<file path="src/rtl/dbus_demux.sv">
// dbus_demux: fans one CPU data-bus access out to data RAM (port 0) or MMIO (port 1).
// Every access is decoded by address and forwarded under req/ack. The result comes back to the
// CPU as a registered one-cycle ack. Misaligned accesses and target timeouts complete with err.
module dbus_demux #(
    parameter logic [3:0]  IO_NIBBLE = 4'hF,
    parameter int unsigned TIMEOUT   = 16
) (
    input  logic        clk,
    input  logic        rst,

    input  logic        req,
    input  logic        we,
    input  logic [31:0] addr,
    input  logic [31:0] wdata,
    output logic [31:0] rdata,
    output logic        ack,
    output logic        err,

    output logic        s0_req,
    output logic        s0_we,
    output logic [31:0] s0_addr,
    output logic [31:0] s0_wdata,
    input  logic [31:0] s0_rdata,
    input  logic        s0_ack,

    output logic        s1_req,
    output logic        s1_we,
    output logic [31:0] s1_addr,
    output logic [31:0] s1_wdata,
    input  logic [31:0] s1_rdata,
    input  logic        s1_ack
);

    typedef enum logic [1:0] {StIdle, StWait, StResp} state_e;

    localparam logic [7:0]  CntLast = 8'(TIMEOUT - 1);
    localparam logic [31:0] ErrData = 32'hFFFF_FFFF;

    state_e      state_q, state_d;
    logic [7:0]  cnt_q, cnt_d;
    logic        sel_q, sel_d;

    logic [31:0] rdata_d;
    logic        ack_d, err_d;
    logic        s0_req_d, s0_we_d, s1_req_d, s1_we_d;
    logic [31:0] s0_addr_d, s0_wdata_d, s1_addr_d, s1_wdata_d;

    // Target-side views of the selected port.
    logic        tgt_ack;
    logic [31:0] tgt_rdata;
    logic        tgt_we;

    assign tgt_ack   = sel_q ? s1_ack   : s0_ack;
    assign tgt_rdata = sel_q ? s1_rdata : s0_rdata;
    assign tgt_we    = sel_q ? s1_we    : s0_we;

    // Next-state and next-output logic; all outputs are registered below.
    always_comb begin
        state_d    = state_q;
        cnt_d      = cnt_q;
        sel_d      = sel_q;
        rdata_d    = rdata;
        ack_d      = 1'b0;
        err_d      = 1'b0;
        // Target ports are idle unless an access is in flight.
        s0_req_d   = 1'b0;
        s0_we_d    = 1'b0;
        s0_addr_d  = '0;
        s0_wdata_d = '0;
        s1_req_d   = 1'b0;
        s1_we_d    = 1'b0;
        s1_addr_d  = '0;
        s1_wdata_d = '0;

        unique case (state_q)
            StIdle: begin
                if (req) begin
                    if (addr[1:0] != 2'b00) begin
                        state_d = StResp;
                        ack_d   = 1'b1;
                        err_d   = 1'b1;
                        rdata_d = ErrData;
                    end else begin
                        state_d = StWait;
                        cnt_d   = '0;
                        sel_d   = (addr[31:28] == IO_NIBBLE);
                        // The port registers double as the latched request.
                        if (addr[31:28] == IO_NIBBLE) begin
                            s1_req_d   = 1'b1;
                            s1_we_d    = we;
                            s1_addr_d  = addr;
                            s1_wdata_d = wdata;
                        end else begin
                            s0_req_d   = 1'b1;
                            s0_we_d    = we;
                            s0_addr_d  = addr;
                            s0_wdata_d = wdata;
                        end
                    end
                end
            end
            StWait: begin
                cnt_d = cnt_q + 8'd1;
                // A target ack takes priority over a timeout in the same cycle.
                if (tgt_ack) begin
                    state_d = StResp;
                    ack_d   = 1'b1;
                    rdata_d = tgt_we ? 32'h0 : tgt_rdata;
                end else if (cnt_q == CntLast) begin
                    state_d = StResp;
                    ack_d   = 1'b1;
                    err_d   = 1'b1;
                    rdata_d = ErrData;
                end else begin
                    s0_req_d   = s0_req;
                    s0_we_d    = s0_we;
                    s0_addr_d  = s0_addr;
                    s0_wdata_d = s0_wdata;
                    s1_req_d   = s1_req;
                    s1_we_d    = s1_we;
                    s1_addr_d  = s1_addr;
                    s1_wdata_d = s1_wdata;
                end
            end
            StResp: begin
                // req still high here is deliberately not sampled.
                state_d = StIdle;
            end
            default: begin
                state_d = StIdle;
            end
        endcase
    end

    // State and output registers with asynchronous reset.
    always_ff @(posedge clk or posedge rst) begin
        if (rst) begin
            state_q  <= StIdle;
            cnt_q    <= '0;
            sel_q    <= 1'b0;
            rdata    <= '0;
            ack      <= 1'b0;
            err      <= 1'b0;
            s0_req   <= 1'b0;
            s0_we    <= 1'b0;
            s0_addr  <= '0;
            s0_wdata <= '0;
            s1_req   <= 1'b0;
            s1_we    <= 1'b0;
            s1_addr  <= '0;
            s1_wdata <= '0;
        end else begin
            state_q  <= state_d;
            cnt_q    <= cnt_d;
            sel_q    <= sel_d;
            rdata    <= rdata_d;
            ack      <= ack_d;
            err      <= err_d;
            s0_req   <= s0_req_d;
            s0_we    <= s0_we_d;
            s0_addr  <= s0_addr_d;
            s0_wdata <= s0_wdata_d;
            s1_req   <= s1_req_d;
            s1_we    <= s1_we_d;
            s1_addr  <= s1_addr_d;
            s1_wdata <= s1_wdata_d;
        end
    end

endmodule

</file>
<file path="config.mk">
export PLATFORM = sky130hd
export DESIGN_NAME = dbus_demux
export DESIGN_NICKNAME = d
export VERILOG_FILES = /design/src/rtl/dbus_demux.sv
export SDC_FILE = /design/constraint.sdc
export NUM_CORES = 1
export LEC_CHECK = 0
export ABC_CLOCK_PERIOD_IN_PS = 7700
export CORE_UTILIZATION = 35
export DETAILED_ROUTE_END_ITERATION = 8
export GPL_ROUTABILITY_DRIVEN = 0
export HOLD_SLACK_MARGIN = 0.05
export PLACE_DENSITY_LB_ADDON = 0.1
export SYNTH_ARGS = -nofsm -noshare
export SYNTH_HDL_FRONTEND = slang
export SYNTH_SLANG_ARGS = --single-unit
</file>
<file path="constraint.sdc">
create_clock -name clk -period 7.7 [get_ports clk]
set_input_delay 0.77 -clock clk [delete_from_list [all_inputs] [get_ports clk]]
set_output_delay 0.77 -clock clk [all_outputs]
set_load 0.02 [all_outputs]
</file>
==> results.yml <==
global_routing:
  grtUsageMet1_pct: 25.08
  grt_pass1_wl_um: 30930
  grt_use_met3_pct: 6.986
  grt_usage_pct: 20.16
  grt_pass1_vias: 5564
  antenna_found_initial: 0
  grt-ovfl-total: 0
  gr-usage-met2_pct: 32.33
  grt.busiest_layer: "met2"
  grt_max_degree: 91
setup_path:
  required_ns: 8.06
  cp-end-kind: "register"
  critical_path_arrival_ns: 3.51
  startpoint: "sel_q"
  path_class: "reg -> reg"
  r2r-start: "sel_q"
  r2r_slack_ns: 4.55
  cp_slowest_cell: "dfrtp_2"
  crit_buf_inv: 1
  cp_top_family: "flip-flops"
  worstSetupStartpointType: "register"
  timing.rr.end: "rdata[18]"
  r2r_cells: 5
  crit_chain: "mux2_2, a211oi_4, buf_4, nor3_4, o21a_1"
  crit_fanout: 66
  critical-path-max-stage-delay_ns: 1.03
hold_path:
  worstHoldStart: "s0_req"
  hold-path-cell-count: 1
  min_path_type: "reg -> reg"
  holdPathEnd: "s0_req"
floorplan:
  die_y_um: 141.6
  rows: 50
  initial_core_util_pct: 36.11
  die_w_um: 141.6
  num_io_pins: 300
  dieArea_mm2: 0.02005
  core_area_mm2: 0.01889
timing:
  fin_setup_tns_ns: 0
  skew_ns: 0.01052
  max_freq_mhz: 317.3
  finalSetupViolCount: 0
  finalHoldViolations: 0
  period_needed_ns: 3.151
  period_share_pct: 40.93
  max_slew.worst_pin.slew_ns: 1.245
  slew_headroom_pct: 16.70
  finalMaxSlewViolations: 0
  rsz0062_at_grt: "no"
  fin_hold_ws_ns: 0.4770
route:
  wirelength_um: 19910
  drtIter0Drc: 261
  wire_per_inst_um: 18.84
  vias: 5319
  postRouteAntennaNets: 0
  viasPerCell: 5.032
  drc: 0
  dr.pass1.iters: 4
placed_design:
  place_area_mm2: 0.01003
  hpwl_um: 13840
  portBuffers: 299
clock_network:
  cts_setup_buffers: 0
  clk_path_buf_depth: 2
  cts-root-buf: "clkbuf_16"
  cts_tree: "done"
  cts_made_buffers: 17
  cts_resized: 0
  cts_sinks: 177
  clk_pin_slew_ns: 0.07
  htree_levels: 4
  hold_buffers: 0
  worst_skew_pair.late_latency_ns: 0.42
synth:
  yosysWarnings: 0
  yosys.area_share.simple_pct: 3.100
  synthArstFlopShare_pct: 100.0
  synthMuxAreaShare_pct: 5.172
  seq_area_frac_synth_pct: 64.93
  synth_fp_nets: 637
  synth_xor_area_share_pct: 0.2568
  synth_seq_cells: 177
  syn_area_per_cell_um2: 13.59
  synth_edf_count: 0
  synth_cell_types: 34
  synth_ff_type: "dfrtp_1"
  synth_compound_area_share_pct: 23.68
  netlist_area_mm2: 0.006822
  synth_fa_ha_area_share_pct: 0.1834
  syn_inst: 502
  synth_top_family_by_area: "compound AO/OA/AOI/OAI gates"
power_and_ir_drop:
  vdd_ir_drop_max_mv: 0.1482
  leakage_nw: 4.472
  power_per_cell_area_mw_per_mm2: 203.3
  p_total_w: 0.002157
cells_and_area:
  diodes: 0
  drive_gt1_share_pct: 5.897
  fin_util_pct: 56.16
  fillers: 1581
  area_growth_pct: 55.54
  finalNetCount: 919
  final_cell_area_mm2: 0.01061
job:
  drv_cap: 0
status:
  run_status: "complete, no violations"
-- metal layers --
metal / part of all wire, % / vias up
met1: 43 / 2606
met2: 46 / 238
met5: 0 / -
met4: 2.2 / 0
met3: 8.9 / 26
li1: - / 2449
-- synthesized netlist by cell type (3+ instances only) --
cell type | instances | area share [%]
a21o_1 | 7 | 0.77
a21oi_1 | 4 | 0.29
a22o_1 | 123 | 16
and2_1 | 5 | 0.46
buf_1 | 4 | 0.22
buf_2 | 14 | 1.0
clkbuf_1 | 23 | 1.3
dfrtp_1 | 177 | 65
mux2i_1 | 33 | 4.8
nand2_1 | 8 | 0.44
nand4_1 | 3 | 0.28
nor2_1 | 6 | 0.33
o21a_1 | 32 | 3.5
o21ai_0 | 37 | 2.7
-- metrics by stage --
stage | setup slack (ns) | instances
floorplan | 2.128 | 502
global placement | 4.396 | 1025
detailed placement | 4.289 | 1025
CTS | 4.476 | 1057
global route | 4.287 | 1057
finish | 4.549 | 1057
-- placed cells by master, fill, tap and decap left out, drive strengths merged, types with 3 or more instances in the layout --
cell type / count
o21a: 32
buf: 6
inv: 6
clkinv: 4
a21o: 7
o21ai: 38
a21oi: 4
and2: 5
nand4: 3
dfrtp: 177
mux2i: 33
clkbuf: 19
nor2: 6
clkdlybuf4s50: 299
nand2: 8
a22o: 123
-- final cells by class --
type / instances / area (um^2) / area share, %
clock inverters: 13 / 150.1 / 1.415
repair buffers: 305 / 3038 / 28.63
well taps: 260 / 325.3 / 3.066
clock buffers: 19 / 432.9 / 4.080
flip-flops and latches: 177 / 4431 / 41.76
multi-input cells: 282 / 2225 / 20.97
inverters: 1 / 8.758 / 0.08255
-- state kept, by name, indices dropped and copies added (netlist names) --
register and cells:
sel_q 1, s0_we 1, s1_req 1, s1_addr 32, ack 1, s1_wdata 32, s0_addr 32, s0_wdata 32
err 1, rdata 32, s0_req 1, state_q 2, cnt_q 8, s1_we 1
-- cell families after synthesis --
| group | count (synthesis) |
|---|---|
| simple gates | 37 |
| flops | 177 |
| mux | 35 |
| fa+ha+maj | 1 |
| compound gates | 207 |
| buf+inv | 43 |
| xor+xnor | 2 |
-- report_power, final --
group	internal [W]	switching, W	total (W)
logic	0.000154	0.000139	0.000294
clock network	0.000484	0.000374	0.000859
registers	0.000970	0.0000350	0.00100
total	0.00161	0.000548	0.00216
-- how the worst max path moves through the flow --
stage	cells after the start	slack [ns]	endpoint
final	5	4.55	rdata[18]
after global routing	5	4.29	rdata[12]
after detailed placement	6	4.29	s1_wdata[1]
after global placement	6	4.40	s1_addr[22]
after floorplan	1	2.13	ack
after CTS	5	4.48	rdata[18]
-- worst reg2reg max path: stages (launching register included) --
cell,delay (ns)
dfrtp_2,1.03
mux2_2,0.39
a211oi_4,0.05
buf_4,0.36
nor3_4,1.04
o21a_1,0.23
Note: power is estimated with default switching activity, not from simulation.
